$ cat src/rtl/mmu_req_arbiter_pkg.sv
// rtl/mmu_req_arbiter_pkg.sv - shared constants and types for the MMU request arbiter
package mmu_req_arbiter_pkg;

  localparam logic [1:0] S_IDLE  = 2'd0;
  localparam logic [1:0] S_CHECK = 2'd1;
  localparam logic [1:0] S_TLBW  = 2'd2;
  localparam logic [1:0] S_RESP  = 2'd3;

  localparam logic [2:0] EXC_NONE = 3'd0;
  localparam logic [2:0] EXC_ADE  = 3'd1;
  localparam logic [2:0] EXC_TLBR = 3'd2;
  localparam logic [2:0] EXC_PI   = 3'd3;
  localparam logic [2:0] EXC_PPI  = 3'd4;
  localparam logic [2:0] EXC_PME  = 3'd5;

  localparam int CRMD_PLV_LO  = 0;
  localparam int CRMD_DA      = 3;
  localparam int CRMD_PG      = 4;
  localparam int CRMD_DATF_LO = 5;
  localparam int CRMD_DATM_LO = 7;

  localparam int DMW_MAT_LO  = 4;
  localparam int DMW_PSEG_LO = 25;
  localparam int DMW_VSEG_LO = 29;

  localparam logic [5:0] PS_4K = 6'd12;
  localparam logic [5:0] PS_2M = 6'd21;

  typedef struct packed {
    logic [31:0] paddr;
    logic [2:0]  exc;
    logic [1:0]  mat;
  } xlate_res_t;

  function automatic logic [31:0] dmw_remap(input logic [31:0] dmw, input logic [31:0] va);
    return {dmw[DMW_PSEG_LO+2:DMW_PSEG_LO], va[28:0]};
  endfunction

endpackage

$ cat src/rtl/mmu_req_arbiter_if.sv
// rtl/mmu_req_arbiter_if.sv - fetch/memory request and response bus of the MMU arbiter
interface mmu_req_arbiter_if;
  logic        inst_req_valid;
  logic        inst_req_ready;
  logic [31:0] inst_vaddr;
  logic        inst_resp_valid;
  logic        inst_resp_ready;
  logic        data_req_valid;
  logic        data_req_ready;
  logic [31:0] data_vaddr;
  logic        data_is_store;
  logic        data_resp_valid;
  logic        data_resp_ready;
  logic [31:0] resp_paddr;
  logic [2:0]  resp_exc;
  logic [1:0]  resp_mat;

  modport master (
    output inst_req_valid, inst_vaddr, inst_resp_ready,
    output data_req_valid, data_vaddr, data_is_store, data_resp_ready,
    input  inst_req_ready, inst_resp_valid, data_req_ready, data_resp_valid,
    input  resp_paddr, resp_exc, resp_mat
  );

  modport slave (
    input  inst_req_valid, inst_vaddr, inst_resp_ready,
    input  data_req_valid, data_vaddr, data_is_store, data_resp_ready,
    output inst_req_ready, inst_resp_valid, data_req_ready, data_resp_valid,
    output resp_paddr, resp_exc, resp_mat
  );
endinterface

$ cat src/rtl/mmu_req_arbiter_addr_dmw_check.sv
// rtl/mmu_req_arbiter_addr_dmw_check.sv - direct-mode and DMW window match on a latched request
module mmu_req_arbiter_addr_dmw_check
  import mmu_req_arbiter_pkg::*;
(
  input  logic [31:0] vaddr,
  input  logic        is_inst,
  input  logic [31:0] crmd,
  input  logic [31:0] dmw0,
  input  logic [31:0] dmw1,
  output logic        direct,
  output logic        dmw0_hit,
  output logic        dmw1_hit,
  output logic [31:0] paddr,
  output logic [1:0]  mat
);

  logic [1:0] plv;
  logic [3:0] dmw0_plv_en;
  logic [3:0] dmw1_plv_en;
  logic       unused_bits;

  assign plv         = crmd[CRMD_PLV_LO+1:CRMD_PLV_LO];
  assign dmw0_plv_en = dmw0[3:0];
  assign dmw1_plv_en = dmw1[3:0];

  // DA=1/PG=1 and DA=0/PG=0 are both treated as mapped translation.
  assign direct   = crmd[CRMD_DA] & ~crmd[CRMD_PG];
  assign dmw0_hit = ~direct & dmw0_plv_en[plv]
                  & (vaddr[31:29] == dmw0[DMW_VSEG_LO+2:DMW_VSEG_LO]);
  assign dmw1_hit = ~direct & ~dmw0_hit & dmw1_plv_en[plv]
                  & (vaddr[31:29] == dmw1[DMW_VSEG_LO+2:DMW_VSEG_LO]);

  always_comb begin
    paddr = vaddr;
    mat   = is_inst ? crmd[CRMD_DATF_LO+1:CRMD_DATF_LO] : crmd[CRMD_DATM_LO+1:CRMD_DATM_LO];
    if (dmw0_hit) begin
      paddr = dmw_remap(dmw0, vaddr);
      mat   = dmw0[DMW_MAT_LO+1:DMW_MAT_LO];
    end else if (dmw1_hit) begin
      paddr = dmw_remap(dmw1, vaddr);
      mat   = dmw1[DMW_MAT_LO+1:DMW_MAT_LO];
    end
  end

  assign unused_bits = ^{crmd[31:9], crmd[2], dmw0[28], dmw0[24:6], dmw1[28], dmw1[24:6]};

endmodule

$ cat src/rtl/mmu_req_arbiter.sv
// rtl/mmu_req_arbiter.sv - shares one translation path and TLB search port between fetch and memory
module mmu_req_arbiter
  import mmu_req_arbiter_pkg::*;
#(
  parameter int ASID_W  = 10,
  parameter int PPN_W   = 20,
  parameter bit RR_INIT = 1'b1
) (
  input  logic              clk,
  input  logic              resetn,
  input  logic              flush,
  mmu_req_arbiter_if.slave  bus,
  input  logic [31:0]       csr_crmd,
  input  logic [31:0]       csr_dmw0,
  input  logic [31:0]       csr_dmw1,
  input  logic [ASID_W-1:0] csr_asid,
  output logic [18:0]       s_vppn,
  output logic              s_va_bit12,
  output logic [ASID_W-1:0] s_asid,
  input  logic              s_found,
  input  logic              s_v,
  input  logic              s_d,
  input  logic [PPN_W-1:0]  s_ppn,
  input  logic [5:0]        s_ps,
  input  logic [1:0]        s_plv,
  input  logic [1:0]        s_mat
);

  logic [1:0]        state;
  logic              rr;
  logic [31:0]       lat_vaddr;
  logic              lat_store;
  logic              lat_is_data;
  logic [31:0]       lat_crmd;
  logic [31:0]       lat_dmw0;
  logic [31:0]       lat_dmw1;
  logic [ASID_W-1:0] lat_asid;

  logic [31:0]       resp_paddr_q;
  logic [2:0]        resp_exc_q;
  logic [1:0]        resp_mat_q;
  logic              inst_resp_valid_q;
  logic              data_resp_valid_q;

  logic              can_grant;
  logic              tie;
  logic              grant_inst;
  logic              grant_data;
  logic              resp_ack;

  logic              chk_direct;
  logic              chk_dmw0_hit;
  logic              chk_dmw1_hit;
  logic [31:0]       chk_paddr;
  logic [1:0]        chk_mat;
  logic              chk_done;
  xlate_res_t        chk_res;
  xlate_res_t        tlb_res;

  // rr=1 means data wins the next tie; it only moves when both sides contend.
  assign can_grant  = resetn && !flush && (state == S_IDLE);
  assign tie        = bus.inst_req_valid && bus.data_req_valid;
  assign grant_data = can_grant && bus.data_req_valid && (!bus.inst_req_valid || rr);
  assign grant_inst = can_grant && bus.inst_req_valid && (!bus.data_req_valid || !rr);

  assign bus.inst_req_ready  = grant_inst;
  assign bus.data_req_ready  = grant_data;
  assign bus.inst_resp_valid = inst_resp_valid_q;
  assign bus.data_resp_valid = data_resp_valid_q;
  assign bus.resp_paddr      = resp_paddr_q;
  assign bus.resp_exc        = resp_exc_q;
  assign bus.resp_mat        = resp_mat_q;

  assign resp_ack = lat_is_data ? bus.data_resp_ready : bus.inst_resp_ready;

  assign s_vppn     = lat_vaddr[31:13];
  assign s_va_bit12 = lat_vaddr[12];
  assign s_asid     = lat_asid;

  mmu_req_arbiter_addr_dmw_check u_addr_dmw_check (
    .vaddr    (lat_vaddr),
    .is_inst  (!lat_is_data),
    .crmd     (lat_crmd),
    .dmw0     (lat_dmw0),
    .dmw1     (lat_dmw1),
    .direct   (chk_direct),
    .dmw0_hit (chk_dmw0_hit),
    .dmw1_hit (chk_dmw1_hit),
    .paddr    (chk_paddr),
    .mat      (chk_mat)
  );

  always_comb begin
    chk_done = chk_direct | chk_dmw0_hit | chk_dmw1_hit;
    chk_res  = '{paddr: chk_paddr, exc: EXC_NONE, mat: chk_mat};
    if (!chk_done && lat_vaddr[31] && (lat_crmd[CRMD_PLV_LO+1:CRMD_PLV_LO] == 2'd3)) begin
      chk_done = 1'b1;
      chk_res  = '{paddr: lat_vaddr, exc: EXC_ADE, mat: 2'd0};
    end
  end

  // TLB exceptions report paddr=0 and mat=0.
  always_comb begin
    tlb_res = '{paddr: 32'd0, exc: EXC_NONE, mat: 2'd0};
    if (!s_found) begin
      tlb_res.exc = EXC_TLBR;
    end else if (!s_v) begin
      tlb_res.exc = EXC_PI;
    end else if (lat_crmd[CRMD_PLV_LO+1:CRMD_PLV_LO] > s_plv) begin
      tlb_res.exc = EXC_PPI;
    end else if (lat_store && !s_d) begin
      tlb_res.exc = EXC_PME;
    end else begin
      tlb_res.mat   = s_mat;
      tlb_res.paddr = (s_ps == PS_2M) ? 32'({s_ppn[PPN_W-1:9], lat_vaddr[20:0]})
                                      : 32'({s_ppn, lat_vaddr[11:0]});
    end
  end

  always_ff @(posedge clk) begin
    if (!resetn) begin
      state             <= S_IDLE;
      rr                <= RR_INIT;
      lat_vaddr         <= '0;
      lat_store         <= 1'b0;
      lat_is_data       <= 1'b0;
      lat_crmd          <= '0;
      lat_dmw0          <= '0;
      lat_dmw1          <= '0;
      lat_asid          <= '0;
      resp_paddr_q      <= '0;
      resp_exc_q        <= EXC_NONE;
      resp_mat_q        <= '0;
      inst_resp_valid_q <= 1'b0;
      data_resp_valid_q <= 1'b0;
    end else begin
      case (state)
        S_IDLE: begin
          if (grant_inst || grant_data) begin
            lat_vaddr   <= grant_data ? bus.data_vaddr : bus.inst_vaddr;
            lat_store   <= grant_data && bus.data_is_store;
            lat_is_data <= grant_data;
            lat_crmd    <= csr_crmd;
            lat_dmw0    <= csr_dmw0;
            lat_dmw1    <= csr_dmw1;
            lat_asid    <= csr_asid;
            if (tie) rr <= ~rr;
            state <= S_CHECK;
          end
        end
        S_CHECK: begin
          if (flush) begin
            state <= S_IDLE;
          end else if (chk_done) begin
            resp_paddr_q      <= chk_res.paddr;
            resp_exc_q        <= chk_res.exc;
            resp_mat_q        <= chk_res.mat;
            inst_resp_valid_q <= !lat_is_data;
            data_resp_valid_q <= lat_is_data;
            state             <= S_RESP;
          end else begin
            state <= S_TLBW;
          end
        end
        S_TLBW: begin
          if (flush) begin
            state <= S_IDLE;
          end else begin
            resp_paddr_q      <= tlb_res.paddr;
            resp_exc_q        <= tlb_res.exc;
            resp_mat_q        <= tlb_res.mat;
            inst_resp_valid_q <= !lat_is_data;
            data_resp_valid_q <= lat_is_data;
            state             <= S_RESP;
          end
        end
        default: begin
          if (flush || resp_ack) begin
            inst_resp_valid_q <= 1'b0;
            data_resp_valid_q <= 1'b0;
            state             <= S_IDLE;
          end
        end
      endcase
    end
  end

endmodule
$ cat src/flat_wrapper.sv
// flat-port wrapper written by rule: the top's interface ports become plain ports
module mmu_req_arbiter_flat import mmu_req_arbiter_pkg::*;
#(
  parameter int ASID_W  = 10,
  parameter int PPN_W   = 20,
  parameter bit RR_INIT = 1'b1
)
  (clk, resetn, flush, csr_crmd, csr_dmw0, csr_dmw1, csr_asid, s_vppn, s_va_bit12, s_asid, s_found, s_v, s_d, s_ppn, s_ps, s_plv, s_mat, bus_inst_req_valid, bus_inst_vaddr, bus_inst_resp_ready, bus_data_req_valid, bus_data_vaddr, bus_data_is_store, bus_data_resp_ready, bus_inst_req_ready, bus_inst_resp_valid, bus_data_req_ready, bus_data_resp_valid, bus_resp_paddr, bus_resp_exc, bus_resp_mat);
  mmu_req_arbiter_if bus_i ();
  input  logic clk;
  input  logic resetn;
  input  logic flush;
  input  logic [31:0] csr_crmd;
  input  logic [31:0] csr_dmw0;
  input  logic [31:0] csr_dmw1;
  input  logic [ASID_W-1:0] csr_asid;
  output logic [18:0] s_vppn;
  output logic s_va_bit12;
  output logic [ASID_W-1:0] s_asid;
  input  logic s_found;
  input  logic s_v;
  input  logic s_d;
  input  logic [PPN_W-1:0] s_ppn;
  input  logic [5:0] s_ps;
  input  logic [1:0] s_plv;
  input  logic [1:0] s_mat;
  input wire logic [$bits(bus_i.inst_req_valid)-1:0] bus_inst_req_valid;
  input wire logic [$bits(bus_i.inst_vaddr)-1:0] bus_inst_vaddr;
  input wire logic [$bits(bus_i.inst_resp_ready)-1:0] bus_inst_resp_ready;
  input wire logic [$bits(bus_i.data_req_valid)-1:0] bus_data_req_valid;
  input wire logic [$bits(bus_i.data_vaddr)-1:0] bus_data_vaddr;
  input wire logic [$bits(bus_i.data_is_store)-1:0] bus_data_is_store;
  input wire logic [$bits(bus_i.data_resp_ready)-1:0] bus_data_resp_ready;
  output wire logic [$bits(bus_i.inst_req_ready)-1:0] bus_inst_req_ready;
  output wire logic [$bits(bus_i.inst_resp_valid)-1:0] bus_inst_resp_valid;
  output wire logic [$bits(bus_i.data_req_ready)-1:0] bus_data_req_ready;
  output wire logic [$bits(bus_i.data_resp_valid)-1:0] bus_data_resp_valid;
  output wire logic [$bits(bus_i.resp_paddr)-1:0] bus_resp_paddr;
  output wire logic [$bits(bus_i.resp_exc)-1:0] bus_resp_exc;
  output wire logic [$bits(bus_i.resp_mat)-1:0] bus_resp_mat;
  assign bus_i.inst_req_valid = bus_inst_req_valid;
  assign bus_i.inst_vaddr = bus_inst_vaddr;
  assign bus_i.inst_resp_ready = bus_inst_resp_ready;
  assign bus_i.data_req_valid = bus_data_req_valid;
  assign bus_i.data_vaddr = bus_data_vaddr;
  assign bus_i.data_is_store = bus_data_is_store;
  assign bus_i.data_resp_ready = bus_data_resp_ready;
  assign bus_inst_req_ready = bus_i.inst_req_ready;
  assign bus_inst_resp_valid = bus_i.inst_resp_valid;
  assign bus_data_req_ready = bus_i.data_req_ready;
  assign bus_data_resp_valid = bus_i.data_resp_valid;
  assign bus_resp_paddr = bus_i.resp_paddr;
  assign bus_resp_exc = bus_i.resp_exc;
  assign bus_resp_mat = bus_i.resp_mat;
  mmu_req_arbiter #(.ASID_W(ASID_W), .PPN_W(PPN_W), .RR_INIT(RR_INIT)) u_core (.clk(clk), .resetn(resetn), .flush(flush), .bus(bus_i), .csr_crmd(csr_crmd), .csr_dmw0(csr_dmw0), .csr_dmw1(csr_dmw1), .csr_asid(csr_asid), .s_vppn(s_vppn), .s_va_bit12(s_va_bit12), .s_asid(s_asid), .s_found(s_found), .s_v(s_v), .s_d(s_d), .s_ppn(s_ppn), .s_ps(s_ps), .s_plv(s_plv), .s_mat(s_mat));
endmodule
$ cat config.mk
export PLATFORM = sky130hd
export DESIGN_NAME = mmu_req_arbiter_flat
export DESIGN_NICKNAME = d
export VERILOG_FILES = /design/src/rtl/mmu_req_arbiter_pkg.sv /design/src/rtl/mmu_req_arbiter_if.sv /design/src/rtl/mmu_req_arbiter_addr_dmw_check.sv /design/src/rtl/mmu_req_arbiter.sv /design/src/flat_wrapper.sv
export SDC_FILE = /design/constraint.sdc
export NUM_CORES = 1
export LEC_CHECK = 0
export BUFFER_PORTS_ARGS = -buffer_cell sky130_fd_sc_hd__buf_2
export CAP_MARGIN = 20
export CORE_MARGIN = 2
export CORE_UTILIZATION = 47
export CTS_BUF_LIST = sky130_fd_sc_hd__clkbuf_8
export CTS_CLUSTER_DIAMETER = 200
export DETAILED_ROUTE_END_ITERATION = 6
export PLACE_DENSITY_LB_ADDON = 0.05
export SLEW_MARGIN = 10
export SYNTH_ARGS = -nofsm -noshare
export SYNTH_HDL_FRONTEND = slang
export SYNTH_SLANG_ARGS = --single-unit
$ cat constraint.sdc
create_clock -name clk -period 2.9 [get_ports clk]
set_input_delay 0.87 -clock clk [delete_from_list [all_inputs] [get_ports clk]]
set_output_delay 0.87 -clock clk [all_outputs]
set_load 0.05 [all_outputs]
* After elaboration in Yosys (flattened, before gate mapping)
Index checks and enable logic that the tools add are counted.
** Storage, ports and cells
- Logic and storage cells :: 123
- Bits in registers :: 159
** Operators by class
- Bitwise gates (word level) :: 13
- Reductions and logical operators :: 31
- Order comparisons :: 2
- Mux-type cells :: 53
- Equal/unequal tests :: 10
** Operators by type and width (count)
- $mux W32 :: 10
- $pmux W32 S2 :: 1
- $mux W37 :: 1
- $mux W2 :: 14
- $mux W21 :: 1
- $mux W3 :: 7
- $mux W1 :: 12
- $logic_and A1 B1 Y1 :: 11
- $logic_not A1 Y1 :: 7
- $and A1 B1 Y1 :: 6
- $eq A3 B3 Y1 :: 2
- $eq A6 B5 Y1 const B :: 1
- $ne A2 B2 Y1 const B :: 3
- $pmux W1 S3 :: 2
- $pmux W2 S3 :: 1
- $pmux W3 S2 :: 1
- $not A1 Y1 :: 5
- $reduce_and A5 Y1 :: 1
- $bmux W1 S2 :: 2
- $eq A2 B2 Y1 const B :: 2
- $logic_or A1 B1 Y1 :: 4
- $pmux W2 S2 :: 1
- $reduce_and A2 Y1 :: 2
- $reduce_and A4 Y1 :: 1
- other kinds (10) :: 11

* Depth between registers and ports, before layout
Gate-level depths: netlist (run 1).
- Word-level depth :: 17
- Gate-level depth with buffers :: 10
- Mapped depth without buffers :: 8

* Modules after synthesis
Synthesis (run 1) repeated with hierarchy kept, for this count alone.
** Unflattened totals
- Cells, all modules :: 983
- Area total of the unflattened synthesis :: 8326.7 µm²
** By module, submodules not included
- mmu_req_arbiter :: cells each 912, instances 1, seq. area each 3643.5 µm², area an instance 7785.0 µm²
- mmu_req_arbiter_addr_dmw_check :: cells each 71, instances 1, seq. area each 0.0 µm², area an instance 541.8 µm²

* Worst setup path before layout (run 1)
OpenSTA, ideal clock, no wires.
- Path type :: input port to output port
- From :: input flush
- To :: output bus_inst_req_ready
- Slack :: -137 ps
- Data arrival time :: 2167 ps
- Path buffers :: 2
- Data required time :: 2030 ps
- Cell stages on the path :: 5
- Cell sequence :: and3b_1 clkbuf_1 nand3_1 inv_1 buf_1
** Between the ends
- Longest elaborated chain between the ends :: 5
** Ends and longest elaborated chain
- start: declaration :: line flat_wrapper.sv:12 : input logic flush;
- $logic_not A1 Y1 :: line mmu_req_arbiter.sv:61 : assign can_grant = resetn && !flush && (state == S_IDLE);
- $logic_and A1 B1 Y1 (2 in a row) :: line mmu_req_arbiter.sv:61
- $logic_and A1 B1 Y1 (2 in a row) :: line mmu_req_arbiter.sv:64 : assign grant_inst = can_grant && bus.inst_req_valid && (!bus.data_req_valid || !rr);
- end: declaration :: line flat_wrapper.sv:34 : output wire logic [$bits(bus_i.inst_req_ready)-1:0] bus_inst_req_ready;
Every way passes these cells.

* Worst setup path in the final report (run 1)
- From :: register u_core.state[0]
- To :: output bus_inst_req_ready
** Between the ends
- Longest elaborated chain between the ends :: 4
** Ends and longest elaborated chain
- start: declaration :: line mmu_req_arbiter.sv:29 : logic [1:0] state;
- start signal: assignment :: line mmu_req_arbiter.sv:122 : state <= S_IDLE;
- start signal: assignment :: line mmu_req_arbiter.sv:148 : state <= S_CHECK;
- start signal: assignment :: line mmu_req_arbiter.sv:153 : state <= S_IDLE;
- $logic_not A2 Y1 :: line mmu_req_arbiter.sv:61
- $logic_and A1 B1 Y1 :: line mmu_req_arbiter.sv:61
- $logic_and A1 B1 Y1 (2 in a row) :: line mmu_req_arbiter.sv:64
Every way passes these cells.

==> results of run 1 <==
==> power by group <==
part	switching [W]	total, W	leakage (nW)	internal, W
combinational	0.000406	0.000631	1.82	0.000224
sequential	0.0000585	0.00176	0.960	0.00170
clock	0.000612	0.00143	0.217	0.000817
==> synth_stat cells (3+ instances only) <==
cell	number	area, um^2
buf_1	5	18.8
ha_1	6	75.1
o21ai_0	8	40.0
buf_2	5	25.0
xnor2_1	6	52.6
nand2_1	180	676
nand4_1	4	25.0
nand2b_1	5	31.3
nor3_1	10	50.1
mux2i_1	15	150
a311oi_1	33	289
clkbuf_1	35	131
nor2_1	60	225
inv_1	7	26.3
nand3_1	17	85.1
nor3_2	8	80.1
buf_6	5	56.3
a221oi_1	8	70.1
dfxtp_1	118	2360
nor2b_1	3	18.8
o31a_1	4	35.0
a21oi_1	82	410
o21ai_1	5	25.0
buf_4	16	120
==> routing by layer <==
layer	vias to the layer above	wire [um]	share of wire, %
met3	27	1350	8.7
met1	2506	6910	44
met4	0	299	1.9
met2	229	7030	45
met5	-	0	0
li1	2696	-	-
==> worst reg2reg max path: cells and delay by family (launching register included) <==
kind                   cells  cell delay, ns
AOI/OAI and AO/OA          5            0.95
buffers and inverters      1            0.24
muxes                      1            0.60
DFF                        1            0.55
==> state kept, by name, summed over array words and instances, names as in the netlist <==
register and cells:
u_core.state 2, u_core.lat_store 1, u_core.lat_is_data 1, u_core.s_asid 10, u_core.lat_crmd 8, u_core.bus.inst_resp_valid 1, u_core.lat_dmw0 12, u_core.rr 1
u_core.bus.resp_paddr 32, u_core.bus.data_resp_valid 1, u_core.lat_dmw1 12, u_core.bus.resp_mat 2, u_core.lat_vaddr 32, u_core.bus.resp_exc 3
==> layout make-up <==
class,instances,share of cell area [%]
tap,143,2.60
sequential,118,34.4
inverter,8,0.455
clock inverter,7,0.783
timing repair buffer,233,18.4
multi-input combinational,484,38.6
clock buffer,24,4.81
==> worst max-delay path by stage <==
stage	depth (start not counted)	slack (ns)	endpoint
after CTS	6	0.06	bus_inst_req_ready
final	6	0.16	bus_inst_req_ready
after floorplan	5	0.16	bus_inst_req_ready
after global routing	6	0.02	bus_inst_req_ready
after detailed placement	5	0.17	bus_inst_req_ready
after global placement	5	0.21	bus_inst_req_ready
==> kinds of logic after synthesis <==
| group | count (synthesis) | synth area share (%) |
|---|---|---|
| AND/OR/NAND/NOR | 294 | 23.3 |
| AO/OA/AOI/OAI | 160 | 19.4 |
| flip-flops | 118 | 44.0 |
| buffers and inverters | 74 | 7.11 |
| multiplexers | 17 | 3.63 |
| XOR/XNOR | 7 | 1.14 |
| adder cells (fa/ha/maj) | 6 | 1.40 |
==> timing repair <==
action                                 4_1_cts  5_1_grt
resized for setup                            0        1
endpoints found under the hold margin        0        0
setup endpoints to repair                    0        1
hold buffers                                 0        0
==> metrics by stage <==
step / cell area (um^2) / utilization [%] / worst slack (ns) / std cells
floorplan: 5370 / - / 0.162 / 676
global placement: 6460 / 57.3 / 0.210 / 985
detailed placement: 6460 / 57.3 / 0.174 / 985
CTS: 6840 / 60.7 / 0.0649 / 1016
global route: 6870 / 60.9 / 0.0206 / 1017
finish: 6870 / 60.9 / 0.165 / 1017
==> flow_summary.json, run 1 <==
{
  "hp-start": "u_core.bus.resp_paddr[1]$_SDFFE_PN0P_",
  "worstMarginPinSlew_ns": 0.674,
  "syn_area_um2": 5370,
  "die_w_um": 111,
  "rr_startpoint": "u_core.lat_crmd[0]$_SDFFE_PN0P_",
  "antenna_found_initial": 1,
  "place.port_buffers": 217,
  "r2r_slack_ns": 0.46,
  "grt_util_met2_pct": 39.6,
  "crit_family": "buffers and inverters",
  "min_path_cells": 2,
  "yosys_warnings": 0,
  "power_density_nw_per_um2": 556,
  "syn_avg_cell_area_um2": 7.94,
  "tns_ns": 0,
  "setup_viol": 0,
  "worstPathMaxFanout": 4,
  "r2r-end": "u_core.bus.resp_paddr[30]$_SDFFE_PN0P_",
  "drive_gt1_share_pct": 31.5,
  "clock_sinks": 118,
  "finalHoldViolations": 0,
  "clk_pin_slew_ns": 0.07,
  "cp_data_required_time_ns": 2.03,
  "crit_chain": "inv_1, ha_1, and3b_2, nand3_1, inv_1, buf_2",
  "critPathLaunchType": "flip-flop",
  "fin_crit_sh_pct": 94.3,
  "globalplace.congestion": 0.832,
  "relSlewSlack_pct": 54.9,
  "htreeDepth": 4,
  "grt_max_degree": 66,
  "seqCellArea_um2": 2360,
  "grt-ovfl-total": 0,
  "via_per_inst": 5.37,
  "cp.arrival_ns": 1.87,
  "firstDrtPassIters": 5,
  "end_kind": "output port",
  "clock_skew_ns": 0.00672,
  "final_nets": 1079,
  "vdd_ir_drop_max_mv": 0.385,
  "drtAntennaViolNets": 0,
  "critical_path_class": "reg2out",
  "num_rows": 39,
  "place_hpwl_mm": 11.0,
  "async_flop_share_pct": 0,
  "rsz0062_at_grt": "false",
  "grt_pass1_wl_mm": 25.4,
  "cts_root_buffer": "clkbuf_8",
  "reg2reg_depth": 7,
  "route.detailed.drc": 0,
  "drtIter0Drc": 438,
  "cts_tree": "yes",
  "use_met1_pct": 33.6,
  "leakagePower_nw": 2.99,
  "wirelength_mm": 15.6,
  "cts_made_buffers": 17,
  "use_met3_pct": 8.53,
  "hold_path_end": "u_core.bus.resp_paddr[1]$_SDFFE_PN0P_",
  "syn_inst": 676,
  "coreArea_um2": 11300,
  "diodes": 0,
  "hp-class": "reg2reg",
  "slew_viol_final": 0,
  "die_h_um": 111,
  "fillers": 1057,
  "vias": 5458,
  "grt_pass1_vias": 5155,
  "crit_top_cell": "inv_1",
  "clk-insertion-delay-late_ns": 0.43,
  "layout_commonest_cell": "buf_2",
  "syn-num-nets": 893,
  "synth-edff-count": 0,
  "critical_path.max_stage_delay_ns": 0.34,
  "worstSetupStartpoint": "u_core.state[0]$_SDFFE_PN0P_",
  "ioPinCount": 282,
  "max_freq_mhz": 366,
  "synthDistinctLibCells": 46,
  "min_period_ns": 2.74,
  "hold_ws_ns": 0.451,
  "grt_most_used_layer": "met2",
  "max_cap_violations": 0,
  "p_total_w": 0.00382,
  "slowest_stage": "dfxtp_1",
  "track_usage_pct": 25.6,
  "ys_seq_elements": 118,
  "dieArea_um2": 12300,
  "synth-seq-area-share_pct": 44.0,
  "layout_common_cells": "buf_2 (217), nand2_1 (180), dfxtp_1 (118)",
  "initial_core_util_pct": 47.6,
  "outcome": "complete, no violations",
  "ys.flop_type": "dfxtp_1",
  "clockBufferDepth": 2,
  "path_buf_inv": 3,
  "wl_per_cell_um": 15.3,
  "multi_input_area_um2": 2650,
  "area_delta_synth_final_pct": 27.9,
  "post-cts-setup-buffers": 0
}
Note: power is estimated with default switching activity, not from simulation.
==> inputs of run 2 (changes only) <==
--- a/config.mk
+++ b/config.mk
@@ -7,11 +7,11 @@
 export LEC_CHECK = 0
 export BUFFER_PORTS_ARGS = -buffer_cell sky130_fd_sc_hd__buf_2
 export CAP_MARGIN = 20
-export CORE_MARGIN = 2
-export CORE_UTILIZATION = 47
+export CORE_AREA = 2 2 110 112
 export CTS_BUF_LIST = sky130_fd_sc_hd__clkbuf_8
 export CTS_CLUSTER_DIAMETER = 200
 export DETAILED_ROUTE_END_ITERATION = 6
+export DIE_AREA = 0 0 112 114
 export PLACE_DENSITY_LB_ADDON = 0.05
 export SLEW_MARGIN = 10
 export SYNTH_ARGS = -nofsm -noshare
==> constraint.sdc (replaced) <==
create_clock -name clk -period 3.3 [get_ports clk]
set_input_delay 0.99 -clock clk [delete_from_list [all_inputs] [get_ports clk]]
set_output_delay 0.99 -clock clk [all_outputs]
set_load 0.05 [all_outputs]
==> run 2 against run 1 <==
  * Register-to-register slack improved by 0.31 ns
  * Global-route usage fell by 1.6 points
  * Cell count rose by 0.49%
  * Core utilization is 2.3 points lower
  * Die area up 3.8%
  * Critical endpoint unchanged
==> flow_summary.json, run 2 (synthesized netlist as in run 1, its figures left out) <==
{
  "outcome": "complete, no violations",
  "max_cap_violations": 0,
  "relSlewSlack_pct": 56.5,
  "multi_input_area_um2": 2650,
  "fin_ws_ns": 0.268,
  "drtAntennaViolNets": 0,
  "die_h_um": 114,
  "use_met1_pct": 32.0,
  "grt_max_degree": 112,
  "coreArea_um2": 11700,
  "power_switching_w": 0.000966,
  "critical_path_class": "in2out",
  "initial_core_util_pct": 45.9,
  "clockBufferDepth": 2,
  "clock_sinks": 118,
  "end_kind": "output port",
  "firstDrtPassIters": 5,
  "tns_ns": 0,
  "worstPathMaxFanout": 7,
  "power_density_nw_per_um2": 512,
  "clk_pin_slew_ns": 0.07,
  "grt_util_met2_pct": 37.2,
  "layout_common_cells": "buf_2 (217), nand2_1 (180), dfxtp_1 (118)",
  "critical_path.max_stage_delay_ns": 0.35,
  "rsz0062_at_grt": "false",
  "holdBufCountCts": 0,
  "num_rows": 40,
  "cts_root_buffer": "clkbuf_8",
  "cts_made_buffers": 17,
  "intPower_w": 0.00255,
  "vdd_ir_drop_max_mv": 0.337,
  "route.detailed.drc": 0,
  "cp.arrival_ns": 2.04,
  "place_hpwl_mm": 11.1,
  "seq_power_share_pct": 43.9,
  "layout_commonest_cell": "buf_2",
  "leakagePower_nw": 2.99,
  "cts_tree": "yes",
  "grt-ovfl-total": 0,
  "worstMarginPinSlew_ns": 0.653,
  "area_delta_synth_final_pct": 28.0,
  "track_usage_pct": 24.1,
  "grt_most_used_layer": "met2",
  "fin_crit_sh_pct": 91.9,
  "fillers": 1133,
  "worstSetupStartpoint": "flush",
  "drive_gt1_share_pct": 31.7,
  "max_freq_mhz": 330,
  "rr_startpoint": "u_core.lat_crmd[0]$_SDFFE_PN0P_",
  "swShare_pct": 27.5,
  "dieArea_um2": 12800,
  "hp-start": "u_core.bus.resp_paddr[4]$_SDFFE_PN0P_",
  "crit_chain": "buf_2, and3b_1, nand3_1, inv_1, buf_2",
  "r2r_slack_ns": 0.77,
  "slew_viol_final": 0,
  "cp_data_required_time_ns": 2.31,
  "clock_skew_ns": 0.00857,
  "grt_pass1_wl_mm": 24.6,
  "setup_viol": 0,
  "clk-insertion-delay-late_ns": 0.43,
  "globalplace.congestion": 0.862,
  "place.port_buffers": 217,
  "wl_per_cell_um": 15.0,
  "hp-class": "reg2reg",
  "htreeDepth": 4,
  "wirelength_mm": 15.4,
  "die_w_um": 112,
  "antenna_found_initial": 3,
  "pwr-share-clk_pct": 40.7,
  "crit_top_cell": "buf_2",
  "place_ws_ns": 0.257,
  "drtIter0Drc": 381,
  "pwr-share-comb_pct": 15.4,
  "finalHoldViolations": 0,
  "use_met3_pct": 7.23,
  "crit_family": "buffers and inverters",
  "grt_pass1_vias": 5005,
  "slowest_stage": "and3b_1",
  "min_period_ns": 3.03,
  "path_buf_inv": 3,
  "final_nets": 1078,
  "post-cts-setup-buffers": 0,
  "cts_resized": 0,
  "vias": 5386,
  "seqCellArea_um2": 2360,
  "hold_ws_ns": 0.449,
  "critPathLaunchType": "input port",
  "via_per_inst": 5.27,
  "ioPinCount": 282
}
run 2: final timing paths:
kind	to	cells past startpoint
setup / recovery	bus_inst_req_ready	5
hold / removal	u_core.bus.resp_paddr[4]$_SDFFE_PN0P_	2
setup reg to reg	u_core.bus.resp_paddr[18]$_SDFFE_PN0P_	7
hold reg to reg	u_core.bus.resp_paddr[4]$_SDFFE_PN0P_	2
run 2: per-stage QoR:
step	area, um^2	power [W]	cells	util, %
4_1_cts	6870	0.00356	1021	58.7
6_report	6870	0.00352	1022	58.7
3_5_place_dp	6440	0.00212	989	55.0
3_3_place_gp	6440	0.00211	989	55.0
2_1_floorplan	5370	0.00195	676	-
5_1_grt	6870	0.00369	1021	58.7
run 2: area by class of cell:
cell class                 count  area share (%)
clock inverter                12            2.29
sequential                   118            34.4
tap                          147            2.68
clock buffer                  20            4.01
inverter                       8           0.455
timing repair buffer         232            17.6
multi-input combinational    484            38.5
antenna                        1          0.0364
run 2: routing by layer:
layer,vias up,part of all wire (%),wire (um)
met5,-,0.085,13
met3,18,7.9,1220
met2,173,45,6930
li1,2701,-,-
met4,2,1.7,254
met1,2492,45,6970
run 2: worst min-delay path, cell delays in order, from the launching register on:
cell and delay, ns:
dfxtp_1 0.31, nand2_1 0.05, a21oi_1 0.05
run 2: power by group through the flow:
stage	Sequential, W	Clock [W]	Combinational, W
5_1_grt	0.00155	0.00154	0.000592
4_1_cts	0.00154	0.00147	0.000545
3_5_place_dp	0.00157	0	0.000543
2_1_floorplan	0.00164	0	0.000310
3_3_place_gp	0.00157	0	0.000536
6_report	0.00154	0.00143	0.000542
==> inputs of run 3 (changes only) <==
--- a/config.mk
+++ b/config.mk
@@ -5,13 +5,13 @@
 export SDC_FILE = /design/constraint.sdc
 export NUM_CORES = 1
 export LEC_CHECK = 0
-export BUFFER_PORTS_ARGS = -buffer_cell sky130_fd_sc_hd__buf_2
 export CAP_MARGIN = 20
 export CORE_AREA = 2 2 110 112
 export CTS_BUF_LIST = sky130_fd_sc_hd__clkbuf_8
-export CTS_CLUSTER_DIAMETER = 200
+export CTS_CLUSTER_DIAMETER = 30
 export DETAILED_ROUTE_END_ITERATION = 6
 export DIE_AREA = 0 0 112 114
+export DONT_BUFFER_PORTS = 1
 export PLACE_DENSITY_LB_ADDON = 0.05
 export SLEW_MARGIN = 10
 export SYNTH_ARGS = -nofsm -noshare
==> run 3 against run 2 <==
  * Via count is 15% lower
  * First-iteration DRC count is 9.4% lower
  * Register-to-register slack worse by 0.04 ns
  * Clock-buffer cell count is 2 higher
  * Routed wire length is 4.1% lower
  * Global-route usage is 0.68 points lower
  * Sequential share of layout area is 6.9 points higher
  * Non-clock buffer count is 216 lower
==> flow_summary.json, run 3 (synthesized netlist as in run 1, its figures left out) <==
{
  "clock_sinks": 118,
  "layout_common_cells": "nand2_1 (180), dfxtp_1 (118), a21oi_1 (82)",
  "clock_skew_ns": 0.00844,
  "grt-ovfl-total": 0,
  "track_usage_pct": 23.4,
  "vias": 4558,
  "place_ws_ns": 0.395,
  "cts_made_buffers": 17,
  "rr_startpoint": "u_core.lat_crmd[0]$_SDFFE_PN0P_",
  "coreArea_um2": 11700,
  "hp-class": "reg2reg",
  "critPathLaunchType": "flip-flop",
  "slew_viol_final": 0,
  "clockBufferDepth": 2,
  "pwr-share-clk_pct": 38.0,
  "cts_tree": "yes",
  "die_h_um": 114,
  "cts_root_buffer": "clkbuf_8",
  "r2r-end": "u_core.bus.resp_paddr[20]$_SDFFE_PN0P_",
  "post-route-util_pct": 48.9,
  "grt_pass1_vias": 4450,
  "initial_core_util_pct": 45.9,
  "vdd_ir_drop_max_mv": 0.332,
  "dieArea_um2": 12800,
  "htreeDepth": 4,
  "clk-insertion-delay-late_ns": 0.43,
  "drtIter0Drc": 345,
  "relSlewSlack_pct": 55.8,
  "post-cts-setup-buffers": 0,
  "intPower_w": 0.00227,
  "r2r_slack_ns": 0.73,
  "power_switching_w": 0.000902,
  "ioPinCount": 282,
  "worstPathMaxFanout": 4,
  "worstMarginPinSlew_ns": 0.663,
  "tns_ns": 0,
  "grt_pass1_wl_mm": 23.5,
  "layout_commonest_cell": "nand2_1",
  "max_freq_mhz": 336,
  "cp.arrival_ns": 1.99,
  "clk_pin_slew_ns": 0.07,
  "finalHoldViolations": 0,
  "setup_viol": 0,
  "end_kind": "output port",
  "hold_path_end": "u_core.lat_dmw0[0]$_SDFFE_PN0P_",
  "via_per_inst": 5.67,
  "fillers": 1211,
  "globalplace.congestion": 0.809,
  "critical_path_class": "reg2out",
  "holdBufCountCts": 0,
  "drtAntennaViolNets": 0,
  "cp_data_required_time_ns": 2.31,
  "grt_max_degree": 66,
  "wl_per_cell_um": 18.3,
  "seq_power_share_pct": 52.4,
  "leakagePower_nw": 2.01,
  "pwr-share-comb_pct": 9.6,
  "hp-start": "u_core.lat_dmw0[0]$_SDFFE_PN0P_",
  "route.detailed.drc": 0,
  "die_w_um": 112,
  "reg2reg_depth": 7,
  "place.port_buffers": 0,
  "place_hpwl_mm": 10.6,
  "power_density_nw_per_um2": 554,
  "rsz0062_at_grt": "false",
  "fin_crit_sh_pct": 90.3,
  "area_delta_synth_final_pct": 6.66,
  "drive_gt1_share_pct": 8.68,
  "antenna_found_initial": 0,
  "fin_ws_ns": 0.319,
  "min_path_cells": 2,
  "cts_resized": 0,
  "swShare_pct": 28.4,
  "final_nets": 862,
  "min_period_ns": 2.98,
  "outcome": "complete, no violations",
  "max_cap_violations": 0,
  "firstDrtPassIters": 4,
  "num_rows": 40,
  "wirelength_mm": 14.8,
  "diodes": 0
}
## run 3: changes by cell type in the layout (fill, tap and decap cells not counted), moves of 2 or more
| cell | previous run | this run |
|---|---|---|
| bufinv_16 | 4 | 1 |
| buf_2 | 217 | 0 |
| clkbuf_8 | 20 | 22 |
| clkinv_2 | 7 | 3 |
| inv_1 | 8 | 12 |
## run 3: final cells by class
class | instances | area (um^2) | share of cell area, %
repair buffers | 16 | 133 | 2.32
clock buffers | 22 | 303 | 5.29
clock inverters | 9 | 62.6 | 1.09
flip-flops and latches | 118 | 2360 | 41.2
inverters | 8 | 31.3 | 0.546
multi-input cells | 484 | 2650 | 46.3
well taps | 147 | 184 | 3.21
## run 3: metrics by stage
stage	total power [W]	instances	hold slack [ns]	cell area, um^2
after floorplan	0.00195	676	0.433	5370
final	0.00318	804	0.454	5730
after global placement	0.00199	773	0.442	5360
after detailed placement	0.00200	773	0.448	5360
after CTS	0.00321	804	0.455	5730
after global routing	0.00333	804	0.477	5730
## run 3: metal layers
metal | GRT usage [%] | part of all wire (%) | vias up
met1 | 31.2 | 45 | 2110
met2 | 35.9 | 45 | 168
met5 | 0 | 0 | -
li1 | - | - | 2265
met3 | 7.92 | 8.7 | 15
met4 | 7.56 | 1.3 | 0
## run 3: worst max path at each step
stage / endpoint / startpoint / depth (start not counted) / slack (ns)
finish: bus_inst_req_ready / u_core.state[1]$_SDFFE_PN0P_ / 5 / 0.32
floorplan: bus_inst_req_ready / flush / 5 / 0.02
global route: bus_inst_req_ready / u_core.state[1]$_SDFFE_PN0P_ / 5 / 0.16
CTS: bus_inst_req_ready / u_core.state[1]$_SDFFE_PN0P_ / 5 / 0.27
global placement: bus_inst_req_ready / flush / 3 / 0.40
detailed placement: bus_inst_req_ready / flush / 3 / 0.39
## run 3: power by group through the flow
stage,registers (W),logic (W),clock network (W)
final,0.00166,0.000305,0.00121
after global placement,0.00169,0.000299,0
after detailed placement,0.00170,0.000307,0
after global routing,0.00167,0.000346,0.00131
after floorplan,0.00164,0.000310,0
after CTS,0.00166,0.000307,0.00124
## run 3: worst max-delay path: stages, from the launching register on
cell	delay [ns]
dfxtp_1	0.34
inv_1	0.09
ha_1	0.22
and3b_1	0.31
nand3_1	0.19
inv_1	0.40
